--- config.mk ---
export PLATFORM = sky130hd
export DESIGN_NAME = dlx_prog_loader
export DESIGN_NICKNAME = d
export VERILOG_FILES = /design/src/rtl/dlx_pkg.sv /design/src/rtl/dlx_loader_fifo.sv /design/src/rtl/dlx_prog_loader.sv
export SDC_FILE = /design/constraint.sdc
export NUM_CORES = 1
export LEC_CHECK = 0
export ABC_AREA = 1
export CORE_ASPECT_RATIO = 1.4
export CORE_MARGIN = 10
export CORE_UTILIZATION = 50
export DETAILED_ROUTE_END_ITERATION = 16
export GPL_ROUTABILITY_DRIVEN = 0
export HOLD_SLACK_MARGIN = 0.1
export PLACE_DENSITY_LB_ADDON = 0.05
export SLEW_MARGIN = 20
export SYNTH_ARGS = -nofsm -noshare
export SYNTH_HDL_FRONTEND = slang
export SYNTH_SLANG_ARGS = --single-unit
--- constraint.sdc ---
create_clock -name clk -period 3.3 [get_ports clk]
set_input_delay 0.33 -clock clk [delete_from_list [all_inputs] [get_ports clk]]
set_output_delay 0.33 -clock clk [all_outputs]
set_load 0.1 [all_outputs]
--- src/rtl/dlx_pkg.sv ---
// rtl/dlx_pkg.sv - DLX opcode constants, field positions, loader types and instruction encoder
package dlx_pkg;

    localparam logic [5:0] RTYPE_OP   = 6'h00;
    localparam logic [5:0] JTYPE_J    = 6'h02;
    localparam logic [5:0] JTYPE_JAL  = 6'h03;
    localparam logic [5:0] ITYPE_BEQZ = 6'h04;
    localparam logic [5:0] ITYPE_BNEZ = 6'h05;
    localparam logic [5:0] ITYPE_JR   = 6'h12;
    localparam logic [5:0] ITYPE_JALR = 6'h13;
    localparam logic [5:0] ITYPE_NOP  = 6'h15;

    localparam int OPCODE_MSB = 31;
    localparam int OPCODE_LSB = 26;
    localparam int RS1_MSB    = 25;
    localparam int RS1_LSB    = 21;
    localparam int RS2_MSB    = 20;
    localparam int RS2_LSB    = 16;
    localparam int RD_R_MSB   = 15;
    localparam int RD_R_LSB   = 11;
    localparam int RD_I_MSB   = 20;
    localparam int RD_I_LSB   = 16;
    localparam int FUNC_MSB   = 10;
    localparam int IMM16_MSB  = 15;
    localparam int IMM26_MSB  = 25;

    localparam logic [31:0] NOP_WORD = {ITYPE_NOP, 26'd0};

    typedef enum logic [1:0] {INSTR_R, INSTR_I, INSTR_J} instr_type_enum;

    typedef enum logic [2:0] {ST_LOAD, ST_DRAIN, ST_RELEASE, ST_RUN, ST_ERROR} loader_state_t;

    function automatic instr_type_enum instr_type(input logic [5:0] op);
        if (op == RTYPE_OP)                        return INSTR_R;
        else if (op == JTYPE_J || op == JTYPE_JAL) return INSTR_J;
        else                                       return INSTR_I;
    endfunction

    function automatic logic is_ctrl_flow(input logic [5:0] op);
        return (op == JTYPE_J)    || (op == JTYPE_JAL)  || (op == ITYPE_BEQZ) ||
               (op == ITYPE_BNEZ) || (op == ITYPE_JR)   || (op == ITYPE_JALR);
    endfunction

    function automatic logic [31:0] encode_instr(
        input logic [5:0]  op,
        input logic [4:0]  rs1,
        input logic [4:0]  rs2,
        input logic [4:0]  rd,
        input logic [25:0] imm,
        input logic [10:0] func
    );
        logic [31:0] w;
        w = '0;
        w[OPCODE_MSB:OPCODE_LSB] = op;
        case (instr_type(op))
            INSTR_R: begin
                w[RS1_MSB:RS1_LSB]   = rs1;
                w[RS2_MSB:RS2_LSB]   = rs2;
                w[RD_R_MSB:RD_R_LSB] = rd;
                w[FUNC_MSB:0]        = func;
            end
            INSTR_J: w[IMM26_MSB:0] = imm;
            default: begin
                w[RS1_MSB:RS1_LSB]   = rs1;
                w[RD_I_MSB:RD_I_LSB] = rd;
                w[IMM16_MSB:0]       = imm[IMM16_MSB:0];
            end
        endcase
        return w;
    endfunction

endpackage

--- src/rtl/dlx_loader_fifo.sv ---
// rtl/dlx_loader_fifo.sv - synchronous FIFO for encoded words; full/empty are registered
module dlx_loader_fifo #(
    parameter int WIDTH = 32,
    parameter int DEPTH = 4
) (
    input  logic             clk,
    input  logic             rst,
    input  logic             push,
    input  logic [WIDTH-1:0] wdata,
    input  logic             pop,
    output logic [WIDTH-1:0] rdata,
    output logic             full,
    output logic             empty
);
    localparam int PTR_W = (DEPTH > 1) ? $clog2(DEPTH) : 1;
    localparam int CNT_W = PTR_W + 1;

    logic [WIDTH-1:0] mem_q [DEPTH];
    logic [PTR_W-1:0] wr_ptr_q, rd_ptr_q;
    logic [CNT_W-1:0] count_q, count_d;
    logic             full_q, empty_q;
    logic             do_push, do_pop;

    assign do_push = push && !full_q;
    assign do_pop  = pop && !empty_q;
    assign rdata   = mem_q[rd_ptr_q];
    assign full    = full_q;
    assign empty   = empty_q;

    always_comb begin
        count_d = count_q;
        if (do_push && !do_pop)      count_d = count_q + CNT_W'(1);
        else if (do_pop && !do_push) count_d = count_q - CNT_W'(1);
    end

    always_ff @(posedge clk) begin
        if (!rst) begin
            wr_ptr_q <= '0;
            rd_ptr_q <= '0;
            count_q  <= '0;
            full_q   <= 1'b0;
            empty_q  <= 1'b1;
        end else begin
            if (do_push) wr_ptr_q <= wr_ptr_q + PTR_W'(1);
            if (do_pop)  rd_ptr_q <= rd_ptr_q + PTR_W'(1);
            count_q <= count_d;
            full_q  <= (count_d == CNT_W'(DEPTH));
            empty_q <= (count_d == '0);
        end
    end

    // Storage needs no reset: empty_q guards every read.
    always_ff @(posedge clk) begin
        if (do_push) mem_q[wr_ptr_q] <= wdata;
    end

endmodule

--- src/rtl/dlx_prog_loader.sv ---
// rtl/dlx_prog_loader.sv - encodes DLX commands, writes IRAM, then releases CPU; DLX_LOADER_NOP_PAD_EN adds branch-delay NOPs
module dlx_prog_loader
    import dlx_pkg::*;
#(
    parameter int IRAM_DEPTH = 64,
    parameter int FIFO_DEPTH = 4,
    parameter int NOP_PAD    = 2
) (
    input  logic                          clk,
    input  logic                          rst,
    input  logic                          cmd_valid,
    output logic                          cmd_ready,
    input  logic [5:0]                    cmd_opcode,
    input  logic [4:0]                    cmd_rs1,
    input  logic [4:0]                    cmd_rs2,
    input  logic [4:0]                    cmd_rd,
    input  logic [25:0]                   cmd_imm,
    input  logic [10:0]                   cmd_func,
    input  logic                          cmd_last,
    output logic                          mem_we,
    input  logic                          mem_ready,
    output logic [$clog2(IRAM_DEPTH)-1:0] mem_addr,
    output logic [31:0]                   mem_wdata,
    output logic                          cpu_rst_n,
    output logic                          load_done,
    output logic [$clog2(IRAM_DEPTH):0]   instr_count,
    output logic                          overflow_err
);
    localparam int AW = $clog2(IRAM_DEPTH);
    localparam int CW = AW + 1;
    localparam int PW = $clog2(NOP_PAD + 1) + 1;

    loader_state_t state_q, state_d;
    logic          rel_cnt_q, rel_cnt_d;
    logic          armed_q;
    logic          mem_we_q;
    logic [AW-1:0] mem_addr_q;
    logic [31:0]   mem_wdata_q;
    logic [CW-1:0] count_q, issued_q;
    logic          ovf_q;

    logic          fifo_push, fifo_pop, fifo_full, fifo_empty;
    logic [31:0]   fifo_wdata, fifo_rdata, cmd_word;
    logic          accept, pop_ovf, wr_acc, go_drain;
    logic [PW-1:0] pad_cnt_q;
    logic          pad_busy, pad_push;

    assign accept   = cmd_valid && cmd_ready;
    assign wr_acc   = mem_we_q && mem_ready;
    assign pad_busy = |pad_cnt_q;
    assign cmd_word = encode_instr(cmd_opcode, cmd_rs1, cmd_rs2, cmd_rd, cmd_imm, cmd_func);

`ifdef DLX_LOADER_NOP_PAD_EN
    logic [PW-1:0] pad_cnt_d;
    logic          pad_last_q, pad_last_d;
    logic          pad_start;

    assign pad_start = accept && is_ctrl_flow(cmd_opcode) && (NOP_PAD > 0);

    always_comb begin
        pad_cnt_d  = pad_cnt_q;
        pad_last_d = pad_last_q;
        pad_push   = 1'b0;
        if (pad_start) begin
            pad_cnt_d  = PW'(NOP_PAD);
            pad_last_d = cmd_last;
        end else if (pad_busy && !fifo_full && state_q == ST_LOAD) begin
            pad_push  = 1'b1;
            pad_cnt_d = pad_cnt_q - PW'(1);
        end
    end

    // A padded last instruction only hands over to DRAIN once its final NOP is queued.
    assign go_drain = (accept && cmd_last && !pad_start) ||
                      (pad_push && pad_cnt_q == PW'(1) && pad_last_q);

    always_ff @(posedge clk) begin
        if (!rst) begin
            pad_cnt_q  <= '0;
            pad_last_q <= 1'b0;
        end else begin
            pad_cnt_q  <= pad_cnt_d;
            pad_last_q <= pad_last_d;
        end
    end
`else
    assign pad_cnt_q = '0;
    assign pad_push  = 1'b0;
    assign go_drain  = accept && cmd_last;
`endif

    assign fifo_push  = accept || pad_push;
    assign fifo_wdata = pad_push ? NOP_WORD : cmd_word;
    assign fifo_pop   = !fifo_empty && (!mem_we_q || mem_ready) && (state_q != ST_ERROR);
    // issued_q counts words already handed to the write port, so a full IRAM is caught before the address wraps.
    assign pop_ovf    = fifo_pop && (issued_q == CW'(IRAM_DEPTH));

    dlx_loader_fifo #(
        .WIDTH (32),
        .DEPTH (FIFO_DEPTH)
    ) u_fifo (
        .clk   (clk),
        .rst   (rst),
        .push  (fifo_push),
        .wdata (fifo_wdata),
        .pop   (fifo_pop),
        .rdata (fifo_rdata),
        .full  (fifo_full),
        .empty (fifo_empty)
    );

    always_comb begin
        state_d   = state_q;
        rel_cnt_d = 1'b0;
        cmd_ready = 1'b0;
        cpu_rst_n = 1'b0;
        load_done = 1'b0;
        case (state_q)
            ST_LOAD: begin
                cmd_ready = armed_q && !fifo_full && !pad_busy;
                if (go_drain) state_d = ST_DRAIN;
            end
            ST_DRAIN: begin
                if (fifo_empty && (!mem_we_q || mem_ready)) state_d = ST_RELEASE;
            end
            ST_RELEASE: begin
                rel_cnt_d = 1'b1;
                if (rel_cnt_q) state_d = ST_RUN;
            end
            ST_RUN: begin
                cpu_rst_n = 1'b1;
                load_done = 1'b1;
            end
            default: ;
        endcase
        if (pop_ovf) state_d = ST_ERROR;
    end

    always_ff @(posedge clk) begin
        if (!rst) begin
            state_q   <= ST_LOAD;
            rel_cnt_q <= 1'b0;
        end else begin
            state_q   <= state_d;
            rel_cnt_q <= rel_cnt_d;
        end
    end

    always_ff @(posedge clk) begin
        if (!rst) begin
            armed_q     <= 1'b0;
            mem_we_q    <= 1'b0;
            mem_addr_q  <= '0;
            mem_wdata_q <= '0;
            count_q     <= '0;
            issued_q    <= '0;
            ovf_q       <= 1'b0;
        end else begin
            armed_q <= 1'b1;
            if (fifo_pop && !pop_ovf) begin
                mem_we_q    <= 1'b1;
                mem_wdata_q <= fifo_rdata;
                issued_q    <= issued_q + CW'(1);
            end else if (wr_acc) begin
                mem_we_q <= 1'b0;
            end
            if (wr_acc) begin
                mem_addr_q <= mem_addr_q + AW'(1);
                count_q    <= count_q + CW'(1);
            end
            if (pop_ovf) ovf_q <= 1'b1;
        end
    end

    assign mem_we       = mem_we_q;
    assign mem_addr     = mem_addr_q;
    assign mem_wdata    = mem_wdata_q;
    assign instr_count  = count_q;
    assign overflow_err = ovf_q;

endmodule
==> metrics, run 1 <==
Leakage 3.61 nW; met1 Resource Use GR 18.4%; final instance area 10000 um^2; GRT overflow 0; Mapped Nets 852; Syn Area/Cell 10.6 um^2; gr usage total 17.3%; post_cts resized 0; drt wl/cell 17.0 um; met3 Use GR 4.69%; Final Routed Wirelength 18500 um; Mapped Cells 779; Via-to-Cell Ratio 5.29; Top delay family on crit path buffers and inverters; min cycle time layout 2340 ps; chip width 129 um; RSZ-0062 raised after global routing false; first drt pass iteration count 5; Clock Sinks 196; Worst Max-Slew Pin Slew 999 ps; FILL cells 1331; critical path cell sequence clkdlybuf4s50_1; Initial Util 51.0%; Worst Hold Launch rst; Clock Skew 13.7 ps; clock-pin slew on the worst setup and hold paths 70 ps; routed via count 5776; Max-Cap Viols 0; fmax 428 MHz; pwr dens 841 nW/um^2; critical path launch point mem_addr[3]; Mapped Area 8240 um^2; setup TNS 0 ps; post-synth cell types 42; remaining antenna violation count after routing 0; die height 172 um; Slew headroom 33.2%; num rows 55; RR Startpoint state_q[2]; Critical Path Sink Type output pin; # H-tree levels 4; grt peak-use layer met2; Hold Vio Cnt, Final 0; met2 Track Usage GR 31.5%; total power 0.00843 W; Worst EP required 2970 ps; Residual DRC 0; area of the multi-input gates 2620 um^2; drt initial violations 397; number of global-route vias before repair 6046; Clock Latency Late Sink 440 ps; antenna cell count 0; sequential area share after synthesis 63.2%; worst-path maximum fanout 6; CP max-delay cell clkdlybuf4s50_1; delay of the slowest cell on the worst path 1170 ps; Ys Warns 0; Final period util 70.8%; critical path class reg -> out; Final Instance Count excl. Fillers 1091; type of the worst min-delay path in -> reg; DP Area 9450 um^2; I/O pin total 113; Hold WS 385 ps; CTS tree yes; flop and latch count out of synthesis 196; Die Area 22100 um^2; placed cell count 1059; Peak VDD IR 0.596 mV; CTS max path bufs 2; antenna violations before repair 0; first-pass GRT wire length 29900 um; status finished clean; Core Box Area 16200 um^2; critical path arrival 2010 ps; register cell area after layout 5210 um^2; count of final max-slew check failures 0; Nets 952; CTS Buf Count 17; buffers and inverters on the worst path 1; largest net degree at the start of global routing 68; Port Buf Inserts 112; Area Growth Syn to Fin 21.7%; post-DP HPWL 11900 um; Root Driver clkbuf_16; cts hold-fix bufs 0; # setup viols final 0; Setup crit start kind flop; setup bufs post-CTS 0; share of cells above drive strength 1 11.4%
cell families after synthesis:
family                   Yosys count  synth area share, %
AND/OR/NAND/NOR                  306                 15.7
AO/OA/AOI/OAI                    173                 13.5
XOR/XNOR                           6                0.638
buffers and inverters             88                 5.45
flip-flops                       196                 63.2
adder cells (fa/ha/maj)           10                 1.52
stage by stage:
step | utilization [%] | worst slack (ps)
finish | 62.0 | 964
global route | 62.0 | 889
CTS | 62.0 | 937
detailed placement | 58.4 | 932
global placement | 58.4 | 998
floorplan | - | 702
area by class of cell:
type                       instances  area share, %
sequential                       196           51.9
clock buffer                      18           4.28
multi-input combinational        495           26.1
tap                              199           2.48
timing repair buffer             122           11.8
clock inverter                    14           1.58
inverter                          47           1.83
routing by layer:
layer / vias to the layer above / share of wire (%)
met5: - / 0
met4: 0 / 2.1
met3: 24 / 6.0
met2: 139 / 53
met1: 2756 / 38
li1: 2857 / -
report_power, final:
part	switching [W]	internal (W)	total [W]
clock network	0.000892	0.00112	0.00202
registers	0.000193	0.00296	0.00315
logic	0.00245	0.000813	0.00326
flip-flops by register name (all words and copies together), names as in the netlist:
register         cells
u_fifo.mem_q       128
mem_wdata           32
instr_count          7
issued_q             7
mem_addr             6
state_q              3
u_fifo.count_q       3
u_fifo.rd_ptr_q      2
u_fifo.wr_ptr_q      2
armed_q              1
mem_we               1
overflow_err         1
rel_cnt_q            1
u_fifo.empty         1
u_fifo.full          1
cell usage after synthesis, drive strengths merged:
cell | count | area share (%)
nand4 | 2 | 0.30
xor2 | 6 | 0.64
a21oi | 16 | 1.0
ha | 10 | 1.5
clkbuf | 20 | 0.91
nor3 | 6 | 0.36
nand3 | 18 | 1.3
or2 | 2 | 0.15
nor2 | 174 | 8.4
dfxtp | 68 | 17
nor3b | 1 | 0.091
a21boi | 1 | 0.091
o21ai | 115 | 7.0
edfxtp | 128 | 47
o22ai | 3 | 0.23
buf | 21 | 2.3
nand2 | 100 | 4.8
a22oi | 1 | 0.091
o31ai | 1 | 0.091
clkinv | 1 | 0.046
and3 | 3 | 0.23
a31oi | 35 | 4.9
inv | 46 | 2.2
o21bai | 1 | 0.091
cells in the final DEF (no fill, tap or decap), types with 5 or more instances in the layout:
cell type / n
o21ai_1: 23
edfxtp_1: 128
dfxtp_1: 67
xor2_1: 6
buf_4: 13
ha_1: 10
a31oi_2: 30
nor3_1: 5
inv_1: 41
nand2_1: 96
nor2_4: 6
clkbuf_16: 17
nor2_1: 163
clkdlybuf4s50_1: 108
a21oi_1: 15
o21ai_0: 92
a31oi_1: 5
nand3_1: 16
worst paths after layout:
path,end,slack (ps),cells past startpoint
max,mem_addr[3],960,1
max reg2reg,u_fifo.mem_q[1][10],1260,4
min,armed_q,390,1
min reg2reg,overflow_err,470,2
Power figures use the tool's default switching activity.
==> run 2, diff against run 1 <==
--- a/config.mk
+++ b/config.mk
@@ -8,7 +8,7 @@
 export ABC_AREA = 1
 export CORE_ASPECT_RATIO = 1.4
 export CORE_MARGIN = 10
-export CORE_UTILIZATION = 50
+export CORE_UTILIZATION = 49
 export DETAILED_ROUTE_END_ITERATION = 16
 export GPL_ROUTABILITY_DRIVEN = 0
 export HOLD_SLACK_MARGIN = 0.1
==> constraint.sdc (replaced) <==
create_clock -name clk -period 2.1 [get_ports clk]
set_input_delay 0.21 -clock clk [delete_from_list [all_inputs] [get_ports clk]]
set_output_delay 0.21 -clock clk [all_outputs]
set_load 0.1 [all_outputs]
==> run 2 against run 1 <==
Largest cell class unchanged. Critical endpoint is now load_done. Hold slack worse by 260 ps. Final cell count is 2.0% higher. Clock skew is 0.68 ps lower.
==> metrics, run 2 (synthesis results as in run 1) <==
Slew headroom 51.5%; num rows 56; Core Box Area 16700 um^2; terminus of the critical flop-to-flop path mem_wdata[30]; type of the worst min-delay path in -> reg; Top reg by flops u_fifo.mem_q; setup bufs post-CTS 0; Nets 970; count of final max-slew check failures 0; max reg flops 128; gr usage total 17.1%; CP max-delay cell dfxtp_1; Clock Sinks 196; drt wl/cell 16.9 um; largest net degree at the start of global routing 66; antenna violations before repair 0; RR Startpoint state_q[1]; critical path class reg -> out; Port Buf Inserts 112; remaining antenna violation count after routing 0; post_cts resized 0; GRT overflow 0; cts hold-fix bufs 0; status finished clean; CTS Buf Count 17; chip width 130 um; Residual DRC 0; Max-Cap Viols 0; critical path launch point state_q[1]; Initial Util 49.4%; number of global-route vias before repair 5909; Worst Max-Slew Pin Slew 728 ps; pwr dens 1310 nW/um^2; routed via count 5831; Clock Latency Late Sink 440 ps; Hold Vio Cnt, Final 0; # setup viols final 0; worst-path maximum fanout 4; Final Routed Wirelength 18800 um; Via-to-Cell Ratio 5.24; die height 173 um; Min-Delay Endpoint armed_q; Area Growth Syn to Fin 22.9%; Clock Skew 13.0 ps; Setup crit start kind flop; dpl ws 82.5 ps; commonest non-fill, non-tap cells in the layout nor2_1, edfxtp_1, nand2_1; I/O pin total 113; flop2flop setup slack 450 ps; Peak VDD IR 0.687 mV; drt initial violations 311; Final Core Density 60.7%; Final period util 79.3%; RSZ-0062 raised after global routing false; Critical Path Sink Type output pin; antenna cell count 0; worst hold stages 1; Root Driver clkbuf_16; Worst Hold Launch rst; min cycle time layout 1670 ps; Final WS setup 434 ps; critical path arrival 1460 ps; placed cell count 1081; # H-tree levels 4; delay of the slowest cell on the worst path 450 ps; fmax 600 MHz; reg2reg path depth 9; Final Instance Count excl. Fillers 1113; clock-pin slew on the worst setup and hold paths 70 ps; most common cell after layout, fill and taps aside nor2_1; Die Area 22500 um^2; Leakage 3.80 nW; share of cells above drive strength 1 18.4%; Worst EP required 1890 ps; CTS max path bufs 2; first drt pass iteration count 5; CTS tree yes; post-DP HPWL 12500 um; first-pass GRT wire length 30000 um; critical path cell sequence inv_2 -> nor3_2 -> buf_4
-- run 2: changes by cell type in the layout (fill, tap and decap cells not counted), moves of 2 or more --
| cell | change |
|---|---|
| buf_12 | +8 |
| buf_4 | +57 |
| clkdlybuf4s50_1 | -47 |
| clkinv_1 | +2 |
| inv_8 | +2 |
-- run 2: worst max path at each step --
stage | end | slack, ps | depth (start not counted)
after CTS | cmd_ready | 420 | 4
after global placement | mem_wdata[29] | 170 | 10
after floorplan | u_fifo.mem_q[0][0] | -500 | 4
after detailed placement | u_fifo.mem_q[0][0] | 80 | 7
after global routing | mem_wdata[0] | 300 | 8
final | load_done | 430 | 3
-- run 2: report_power, final --
part	internal (W)	total (W)	switching, W
sequential	0.00465	0.00495	0.000300
combinational	0.00137	0.00530	0.00392
clock	0.00164	0.00306	0.00142
-- run 2: metal layers --
metal | share of wire [%] | global-route usage, % | up-vias
li1 | - | - | 2897
met1 | 40 | 18.7 | 2754
met2 | 52 | 30.6 | 153
met3 | 5.5 | 4.56 | 27
met4 | 1.9 | 6.11 | 0
met5 | 0 | 0 | -
-- run 2: metrics by stage --
step	hold WS, ps	TNS (ps)	area, um^2	total power, W
after global placement	446	0	9570	0.0103
after detailed placement	454	0	9570	0.0104
after CTS	117	0	10100	0.0134
after floorplan	238	-64070	8250	0.00917
after global routing	139	0	10100	0.0140
final	130	0	10100	0.0133
-- run 2: final cells by class --
type / count / area (um^2)
well taps: 203 / 254
repair buffers: 140 / 1300
fillers: 1373 / 6550
inverters: 47 / 184
clock inverters: 15 / 134
clock buffers: 17 / 425
flip-flops and latches: 196 / 5210
multi-input cells: 495 / 2620
-- run 2: worst max-delay path: cells and delay by family (launching register included) --
kind | cells | cell delay (ps)
and+or+nand+nor | 1 | 180
DFF | 1 | 450
buffers and inverters | 2 | 390
==> run 3, diff against run 2 <==
==> constraint.sdc (replaced) <==
create_clock -name clk -period 1.4 [get_ports clk]
set_input_delay 0.14 -clock clk [delete_from_list [all_inputs] [get_ports clk]]
set_output_delay 0.14 -clock clk [all_outputs]
set_load 0.1 [all_outputs]
==> run 3 against run 2 <==
Non-clock buffer count is 83 higher. First-iteration DRC count is 73% higher. Critical endpoint is now u_fifo.mem_q[0][1]. Critical path type is now reg -> reg. Worst setup slack worse by 680 ps. Register-to-register slack worse by 700 ps. Sequential cell count stayed put. Die area stayed put. Clock power is 55% higher. Sequential power is 59% higher. The run now ends with setup timing left. Global-route usage is 3.7 points higher. Sequential share of layout area is 9.5 points lower. Critical path depth is 4 higher.
==> metrics, run 3 (synthesis results as in run 1) <==
drt wl/cell 19.9 um; Min-Delay Endpoint instr_count[5]; largest net degree at the start of global routing 42; first-pass GRT wire length 36200 um; Residual DRC 0; Psw 0.0103 W; Final Routed Wirelength 23800 um; delay of the slowest cell on the worst path 370 ps; Switching Share 41.5%; Core Box Area 16700 um^2; GRT overflow 0; CTS Buf Count 17; drt initial violations 539; Top delay family on crit path buffers and inverters; WP depth 7; Worst Hold Launch rst; min cycle time layout 1650 ps; critical path cell sequence nor2_4 -> buf_6 -> nand4_4 -> buf_12 -> nor2_4 -> buf_6 -> clkbuf_16; critical path class reg -> reg; Initial Util 49.4%; Hold Vio Cnt, Final 0; reg2reg path depth 7; Critical Path Sink Type flop; Worst EP required 1560 ps; Final WS setup -249 ps; antenna violations before repair 0; status complete, but fails checks; Clock Power Share 19.2%; count of final max-slew check failures 0; DP Area 10700 um^2; die height 173 um; Root Driver clkbuf_16; Max-Cap Viols 0; failing checks setup timing; buffers and inverters on the worst path 4; critical path arrival 1810 ps; routed via count 6514; # H-tree levels 4; Peak VDD IR 1.24 mV; Top reg by flops u_fifo.mem_q; Port Buf Inserts 112; CTS tree yes; Slew headroom 69.3%; chip width 130 um; setup TNS -28500 ps; Die Area 22500 um^2; CP max-delay cell dfxtp_4; Worst Max-Slew Pin Slew 455 ps; fmax 606 MHz; Clock Skew 9.92 ps; number of global-route vias before repair 6855; post-DP HPWL 13900 um; share of cells above drive strength 1 34.8%; Clock Latency Late Sink 440 ps; max reg flops 128; Leakage 4.70 nW; num rows 56; share of power burned in registers 31.8%; Area Growth Syn to Fin 52.0%; worst-path maximum fanout 7; first drt pass iteration count 5; final instance area 12500 um^2; commonest non-fill, non-tap cells in the layout nor2_1, edfxtp_1, nand2_1; flop2flop setup slack -250 ps; RSZ-0062 raised after global routing true; gr usage total 20.8%; remaining antenna violation count after routing 0; RR Startpoint state_q[2]; Via-to-Cell Ratio 5.44; Clock Sinks 196; I/O pin total 113; clock-pin slew on the worst setup and hold paths 70 ps; antenna cell count 0; Setup crit start kind flop; Internal 0.0145 W; most common cell after layout, fill and taps aside nor2_1; CTS max path bufs 2; worst hold stages 3; Final period util 118%; terminus of the critical flop-to-flop path u_fifo.mem_q[0][1]; Nets 1054; Logic pwr share 49.0%; # setup viols final 175; type of the worst min-delay path in -> reg; pwr dens 1970 nW/um^2
-- run 3: metal layers --
layer	part of all wire (%)	wire length, um	up-vias	track usage (%)
li1	-	-	3076	-
met4	3.0	714	0	7.94
met3	5.4	1280	48	4.59
met2	55	13200	209	38.5
met1	36	8690	3181	22.1
met5	0	0	-	0
-- run 3: how the worst max path moves through the flow --
stage             startpoint             endpoint  slack, ps
3_5_place_dp   cmd_opcode[2]  u_fifo.mem_q[0][20]       -460
5_1_grt           state_q[2]  u_fifo.mem_q[0][18]       -290
6_report          state_q[2]   u_fifo.mem_q[0][1]       -250
3_3_place_gp   cmd_opcode[3]  u_fifo.mem_q[0][20]       -410
2_1_floorplan     state_q[2]         u_fifo.empty       -300
4_1_cts           state_q[2]            load_done       -200
-- run 3: what timing repair did --
| action | 4_1_cts | 5_1_grt |
|---|---|---|
| pin swaps | 13 | 15 |
| setup buffers | 24 | 6 |
| setup endpoints to repair | 175 | 246 |
| gates cloned | 11 | 4 |
| gates resized for setup | 96 | 90 |
| endpoints found under the hold margin | 0 | 8 |
| hold buffers | 0 | 2 |
-- run 3: metrics by stage --
step / instances / hold slack [ps] / power, W / setup WS (ps) / utilization, %
after floorplan: 779 / 168 / 0.0138 / -302 / -
after global placement: 1125 / 458 / 0.0171 / -408 / 63.9
after detailed placement: 1125 / 479 / 0.0173 / -460 / 63.9
after CTS: 1190 / 126 / 0.0240 / -195 / 72.3
after global routing: 1197 / 201 / 0.0257 / -291 / 75.1
final: 1197 / 187 / 0.0247 / -249 / 75.1
-- run 3: area by class of cell --
class | count | area (um^2)
sequential | 196 | 5250
fill | 1057 | 4150
multi-input combinational | 495 | 3170
timing repair buffer | 223 | 3060
clock buffer | 17 | 425
tap | 203 | 254
inverter | 47 | 194
clock inverter | 15 | 150
timing repair inverter | 1 | 16.3
-- run 3: power groups by stage --
stage / Combinational, W / Sequential [W] / Clock [W]
after floorplan: 0.00361 / 0.0102 / 0
after global placement: 0.00931 / 0.00776 / 0
after detailed placement: 0.00950 / 0.00778 / 0
after CTS: 0.0115 / 0.00772 / 0.00478
after global routing: 0.0127 / 0.00794 / 0.00504
final: 0.0121 / 0.00786 / 0.00475
-- run 3: worst min-delay path: stages --
cell    delay, ps
buf_2         150
inv_1         170
nor2_1        130
